<file path="config.mk">
export PLATFORM = sky130hd
export DESIGN_NAME = mac_header_parser
export DESIGN_NICKNAME = d
export VERILOG_FILES = /design/src/rtl/mac_header_parser.sv
export SDC_FILE = /design/constraint.sdc
export NUM_CORES = 1
export LEC_CHECK = 0
export CAP_MARGIN = 20
export CORE_AREA = 2 2 140 196
export DETAILED_ROUTE_END_ITERATION = 16
export DIE_AREA = 0 0 142 198
export PLACE_DENSITY = 0.67
export SYNTH_ARGS = -nofsm -noshare
export SYNTH_HDL_FRONTEND = slang
export SYNTH_SLANG_ARGS = --single-unit
export TNS_END_PERCENT = 1
</file>
<file path="constraint.sdc">
create_clock -name clk -period 3.55 [get_ports clk]
set_clock_uncertainty 0.05 [all_clocks]
set_input_delay 0.8875 -clock clk [delete_from_list [all_inputs] [get_ports clk]]
set_output_delay 0.8875 -clock clk [all_outputs]
set_load 0.05 [all_outputs]
</file>
<file path="src/rtl/mac_header_parser.sv">
// Per-port header parser: pulls destination/source MACs out of the ingress byte stream and
// issues a one-cycle learn strobe plus a held lookup request for each complete header.
module mac_header_parser #(
   parameter int unsigned ADDR_W = 49,
   parameter int unsigned CNT_W  = 16
) (
   input  logic              clk,
   input  logic              reset,
   input  logic              rx_valid,
   input  logic [7:0]        rx_data,
   input  logic              rx_sof,
   input  logic              rx_eof,
   output logic              source_address_valid_o,
   output logic [ADDR_W-1:0] source_address_o,
   output logic              read_en_o,
   output logic [ADDR_W-1:0] read_address_o,
   input  logic              read_ready_i,
   output logic              dest_multicast_o,
   output logic [CNT_W-1:0]  runt_count_o,
   output logic [CNT_W-1:0]  drop_count_o
);

   typedef enum logic [1:0] {StIdle, StHdr, StPayload} state_e;

   state_e      state_q, state_d;
   logic [3:0]  idx_q, idx_d;
   logic [87:0] hdr_q, hdr_d;
   logic [95:0] hdr_shift;
   logic        hdr_done, runt_inc, drop_inc;

   logic             sav_q, sav_d;
   logic [47:0]      src_q, src_d;
   logic             rd_en_q, rd_en_d;
   logic [47:0]      rd_addr_q, rd_addr_d;
   logic             mc_q, mc_d;
   logic [CNT_W-1:0] runt_q, runt_d, drop_q, drop_d;

   // Oldest byte ends up in [95:88], so a full header is {dest, src} in wire order.
   assign hdr_shift = {hdr_q, rx_data};

   always_comb begin
      state_d  = state_q;
      idx_d    = idx_q;
      hdr_d    = hdr_q;
      hdr_done = 1'b0;
      runt_inc = 1'b0;
      if (rx_valid) begin
         unique case (state_q)
            StIdle: begin
               if (rx_sof) begin
                  hdr_d = hdr_shift[87:0];
                  if (rx_eof) begin
                     runt_inc = 1'b1;
                  end else begin
                     state_d = StHdr;
                     idx_d   = 4'd1;
                  end
               end
            end
            StHdr, StPayload: begin
               if (rx_sof) begin
                  // Restart on a new sof; abandoning a partial header is a runt.
                  hdr_d    = hdr_shift[87:0];
                  runt_inc = (state_q == StHdr) || rx_eof;
                  if (rx_eof) begin
                     state_d = StIdle;
                     idx_d   = 4'd0;
                  end else begin
                     state_d = StHdr;
                     idx_d   = 4'd1;
                  end
               end else if (state_q == StHdr) begin
                  hdr_d = hdr_shift[87:0];
                  if (idx_q == 4'd11) begin
                     hdr_done = 1'b1;
                     idx_d    = 4'd0;
                     state_d  = rx_eof ? StIdle : StPayload;
                  end else if (rx_eof) begin
                     runt_inc = 1'b1;
                     idx_d    = 4'd0;
                     state_d  = StIdle;
                  end else begin
                     idx_d = idx_q + 4'd1;
                  end
               end else if (rx_eof) begin
                  state_d = StIdle;
               end
            end
            default: state_d = StIdle;
         endcase
      end
   end

   always_comb begin
      sav_d     = 1'b0;
      src_d     = src_q;
      rd_en_d   = rd_en_q;
      rd_addr_d = rd_addr_q;
      mc_d      = mc_q;
      drop_inc  = 1'b0;
      if (rd_en_q && read_ready_i) begin
         rd_en_d = 1'b0;
      end
      if (hdr_done) begin
         if (!hdr_shift[40]) begin
            sav_d = 1'b1;
            src_d = hdr_shift[47:0];
         end
         if (!rd_en_q || read_ready_i) begin
            rd_en_d   = 1'b1;
            rd_addr_d = hdr_shift[95:48];
            mc_d      = hdr_shift[88];
         end else begin
            drop_inc = 1'b1;
         end
      end
      runt_d = (runt_inc && (runt_q != '1)) ? runt_q + CNT_W'(1) : runt_q;
      drop_d = (drop_inc && (drop_q != '1)) ? drop_q + CNT_W'(1) : drop_q;
   end

   always_ff @(posedge clk or negedge reset) begin
      if (!reset) begin
         state_q   <= StIdle;
         idx_q     <= 4'd0;
         hdr_q     <= '0;
         sav_q     <= 1'b0;
         src_q     <= '0;
         rd_en_q   <= 1'b0;
         rd_addr_q <= '0;
         mc_q      <= 1'b0;
         runt_q    <= '0;
         drop_q    <= '0;
      end else begin
         state_q   <= state_d;
         idx_q     <= idx_d;
         hdr_q     <= hdr_d;
         sav_q     <= sav_d;
         src_q     <= src_d;
         rd_en_q   <= rd_en_d;
         rd_addr_q <= rd_addr_d;
         mc_q      <= mc_d;
         runt_q    <= runt_d;
         drop_q    <= drop_d;
      end
   end

   assign source_address_valid_o = sav_q;
   assign source_address_o       = ADDR_W'(src_q);
   assign read_en_o              = rd_en_q;
   assign read_address_o         = ADDR_W'(rd_addr_q);
   assign dest_multicast_o       = mc_q;
   assign runt_count_o           = runt_q;
   assign drop_count_o           = drop_q;

endmodule

</file>
==> impl_metrics.prom <==
# TYPE chip_impl_metric gauge
chip_impl_info{name="critical_path.cell_chain",value="clkdlybuf4s50_1"} 1
chip_impl_metric{name="instances_no_fill",unit=""} 1106
chip_impl_metric{name="placement.io_buffers",unit=""} 143
chip_impl_metric{name="crit_fanout",unit=""} 8
chip_impl_metric{name="end_of_flow_core_utilization",unit=""} 0.440
chip_impl_metric{name="critical_path_buf_inv_count",unit=""} 1
chip_impl_metric{name="htreeDepth",unit=""} 1
chip_impl_metric{name="route.detailed.wl_per_inst",unit="µm"} 15.6
chip_impl_info{name="tritoncts",value="built"} 1
chip_impl_metric{name="layout_min_cycle_time",unit="ps"} 2760
chip_impl_metric{name="antenna_violations_before_repair",unit=""} 0
chip_impl_metric{name="timing.slew.headroom",unit=""} 0.488
chip_impl_metric{name="timing.critical_path.depth",unit=""} 1
chip_impl_info{name="biggest_area_contributors_in_the_synthesized_netlist",value="sky130_fd_sc_hd__dfrtp_1, sky130_fd_sc_hd__mux2_2, sky130_fd_sc_hd__xor2_1"} 1
chip_impl_metric{name="setup-violations-final",unit=""} 0
chip_impl_info{name="path_class",value="flip-flop to output pin"} 1
chip_impl_metric{name="finalHoldViolations",unit=""} 0
chip_impl_metric{name="cts_max_path_buffers",unit=""} 3
chip_impl_info{name="synth_largest_area_cell",value="sky130_fd_sc_hd__dfrtp_1"} 1
chip_impl_metric{name="post-dp-hpwl",unit="µm"} 11400
chip_impl_metric{name="antenna-diode-count",unit=""} 0
chip_impl_metric{name="leakagePower",unit="µW"} 0.00534
chip_impl_metric{name="die_h",unit="µm"} 198
chip_impl_metric{name="cp_data_arrival_time",unit="ps"} 1820
chip_impl_metric{name="cts_sinks",unit=""} 223
chip_impl_metric{name="dr_total_vias",unit=""} 5324
chip_impl_metric{name="global_route.overflow_total",unit=""} 0
chip_impl_metric{name="top_level_pins",unit=""} 147
chip_impl_metric{name="post_cts_resized",unit=""} 0
chip_impl_metric{name="width_of_the_die",unit="µm"} 142
chip_impl_metric{name="peakVddDrop",unit="V"} 0.000348
chip_impl_metric{name="timing.final.crit_share",unit=""} 0.778
chip_impl_metric{name="area_grow_syn2layout",unit="%"} 28.5
chip_impl_metric{name="die_area",unit="mm²"} 0.0281
chip_impl_metric{name="design.core.area",unit="mm²"} 0.0266
chip_impl_metric{name="grt_pass1_vias",unit=""} 5538
chip_impl_metric{name="route.final.wire_length",unit="µm"} 17200
chip_impl_metric{name="detail_route.drc_violations",unit=""} 0
chip_impl_metric{name="netlist.area_leader.share",unit=""} 0.614
chip_impl_metric{name="post_cts_buffers",unit=""} 0
chip_impl_metric{name="synthesis.instances",unit=""} 614
chip_impl_info{name="hold_path.class",value="primary input to async pin"} 1
chip_impl_metric{name="clock_latency",unit="ps"} 500
chip_impl_metric{name="avgSynthCellArea",unit="µm²"} 14.8
chip_impl_metric{name="cts.hold.buffers_added",unit=""} 0
chip_impl_metric{name="finalSetupTns",unit="ps"} 0
chip_impl_metric{name="achievable-frequency",unit="MHz"} 362
chip_impl_metric{name="grt_first_pass_wirelength",unit="µm"} 29000
chip_impl_metric{name="required",unit="ps"} 2610
chip_impl_metric{name="post_synth_instance_area",unit="mm²"} 0.00909
chip_impl_info{name="timing.critical_path.to_type",value="output pin"} 1
chip_impl_metric{name="power_per_cell_area",unit="mW/mm²"} 609
chip_impl_info{name="type_of_element_launching_the_critical_path",value="flip-flop"} 1
chip_impl_metric{name="slew_violations",unit=""} 0
chip_impl_metric{name="grt_usage",unit=""} 0.126
chip_impl_metric{name="maxCapViolations",unit=""} 0
chip_impl_metric{name="pin_count_of_the_biggest_net_entering_global_routing",unit=""} 103
chip_impl_metric{name="core.rowCount",unit=""} 71
chip_impl_metric{name="detail_route.iter0.violations",unit=""} 142
chip_impl_info{name="cts_root_buf",value="sky130_fd_sc_hd__clkbuf_16"} 1
chip_impl_info{name="worst_path_max_delay_cell",value="sky130_fd_sc_hd__clkdlybuf4s50_1"} 1
chip_impl_metric{name="preCtsSetupSlack",unit="ps"} 530
chip_impl_metric{name="yosysUniqueCellTypes",unit=""} 46
chip_impl_metric{name="place_inst",unit=""} 1065
chip_impl_metric{name="worst-r2r-cell-count",unit=""} 7
chip_impl_metric{name="ys.warnings.count",unit=""} 0
chip_impl_metric{name="cts-buffers-inserted",unit=""} 23
chip_impl_metric{name="initial_core_util",unit=""} 0.342
chip_impl_metric{name="worst-r2r-setup-slack",unit="ps"} 1190
chip_impl_metric{name="ys_ff_latch",unit=""} 223
chip_impl_metric{name="layout.nets",unit=""} 782
chip_impl_metric{name="final_layout_size_suffix_gt1_frac",unit=""} 0.324
chip_impl_info{name="rsz_0062_raised_after_global_routing",value="no"} 1
chip_impl_metric{name="synth-seq-area-share",unit=""} 0.614
chip_impl_metric{name="avgViaCountPerCell",unit=""} 4.81
chip_impl_info{name="critical-path-top-delay-family",value="buffers and inverters"} 1
chip_impl_metric{name="cts.clk_slew.worst_paths",unit="ps"} 60
chip_impl_metric{name="worst-slew-pin-transition",unit="ps"} 768
chip_impl_metric{name="place.gp.congestion",unit=""} 0.798
chip_impl_metric{name="setup_ws",unit="ps"} 789
chip_impl_metric{name="antenna_left",unit=""} 0
chip_impl_metric{name="critical_path.max_stage_delay",unit="ps"} 850
chip_impl_info{name="run_status",value="finished, final reports clean"} 1
chip_impl_metric{name="drtPass1Iterations",unit=""} 4
## stage by stage
stage	cell area [µm²]	power (µW)	hold WS, ps
CTS	11700	7250	393
global placement	10900	4700	432
floorplan	9100	4350	424
finish	11700	7120	361
detailed placement	10900	4770	443
global route	11700	7540	432
## cells in the final DEF, fill, tap and decap left out, drive strengths merged, types with 3 or more instances in the layout
| cell type | count |
|---|---|
| dfrtp | 223 |
| nand3 | 9 |
| nand2 | 15 |
| clkinv | 4 |
| xor2 | 29 |
| clkbuf | 30 |
| and3 | 8 |
| a21oi | 3 |
| conb | 3 |
| o21ai | 6 |
| mux2 | 186 |
| ha | 6 |
| clkinvlp | 3 |
| bufinv | 3 |
| clkdlybuf4s50 | 142 |
| nor4 | 21 |
| nor2b | 4 |
| nor2 | 7 |
| inv | 7 |
| nand4 | 15 |
| nor3 | 10 |
| and4 | 4 |
| buf | 14 |
## state kept, by name, indices dropped and copies added (netlist names)
| register | flops |
|---|---|
| src_q | 47 |
| state_q | 2 |
| hdr_q | 88 |
| read_en_o | 1 |
| rd_addr_q | 48 |
| idx_q | 4 |
| drop_count_o | 16 |
| source_address_valid_o | 1 |
| runt_count_o | 16 |
## worst paths after layout
| path | start | to |
|---|---|---|
| setup / recovery | drop_count_o[3]$_DFFE_PN0P_ | drop_count_o[3] |
| hold / removal | reset | src_q[3]$_DFFE_PN0P_ |
| setup reg to reg | state_q[0]$_DFFE_PN0P_ | rd_addr_q[18]$_DFFE_PN0P_ |
| hold reg to reg | hdr_q[80]$_DFFE_PN0P_ | hdr_q[80]$_DFFE_PN0P_ |
| max in group asynchronous | reset | drop_count_o[10]$_DFFE_PN0P_ |
| min in group clk | hdr_q[80]$_DFFE_PN0P_ | hdr_q[80]$_DFFE_PN0P_ |
## kinds of logic after synthesis
logic type,count (synthesis),share of synthesized area
and+or+nand+nor,110,0.0787
DFF,223,0.614
other,1,0.000413
AOI/OAI and AO/OA,18,0.0140
xor gates and xnor gates,29,0.0279
muxes,186,0.230
buffers and inverters,41,0.0263
adders and majority gates,6,0.00826
## layout make-up
class                           instances  area, µm²
Inverter                                6       22.5
Clock inverter                         11        141
Sequential cell                       223       5580
Fill cell                            2395      14900
Multi-Input combinational cell        352       3300
Timing Repair Buffer                  156       1610
Clock buffer                           30        622
Tap cell                              328        410
## synth_stat cells, drive strengths merged
cell,number
buf,34
nand3b,2
xor2,29
nand2b,2
o31ai,1
and4,4
nand2,15
a32o,2
or3b,1
nand4b,1
nand4,15
nor2,7
nor3,10
inv,6
conb,1
mux2,186
o41ai,1
clkbuf,1
or4b,2
a221oi,1
or4,1
nor4,21
nand3,9
o21bai,1
ha,6
o21ai,6
o311ai,1
or2,2
a21oi,3
nor2b,4
o22a,1
and4b,1
and3,8
and3b,1
and2,2
dfrtp,223
nor3b,2
a31oi,1
## layer usage
layer,GRT usage,share of wire,vias up
li1,-,-,2497
met1,0.155,0.43,2678
met2,0.215,0.49,119
met3,0.0368,0.065,30
met4,0.0333,0.019,0
met5,0,0,-
## power breakdown
part           switching [µW]  total [µW]  internal [µW]
registers                 393        3470           3080
logic                     538        1210            675
clock network             974        2430           1460
total                    1910        7120           5210
Power figures use the tool's default switching activity.
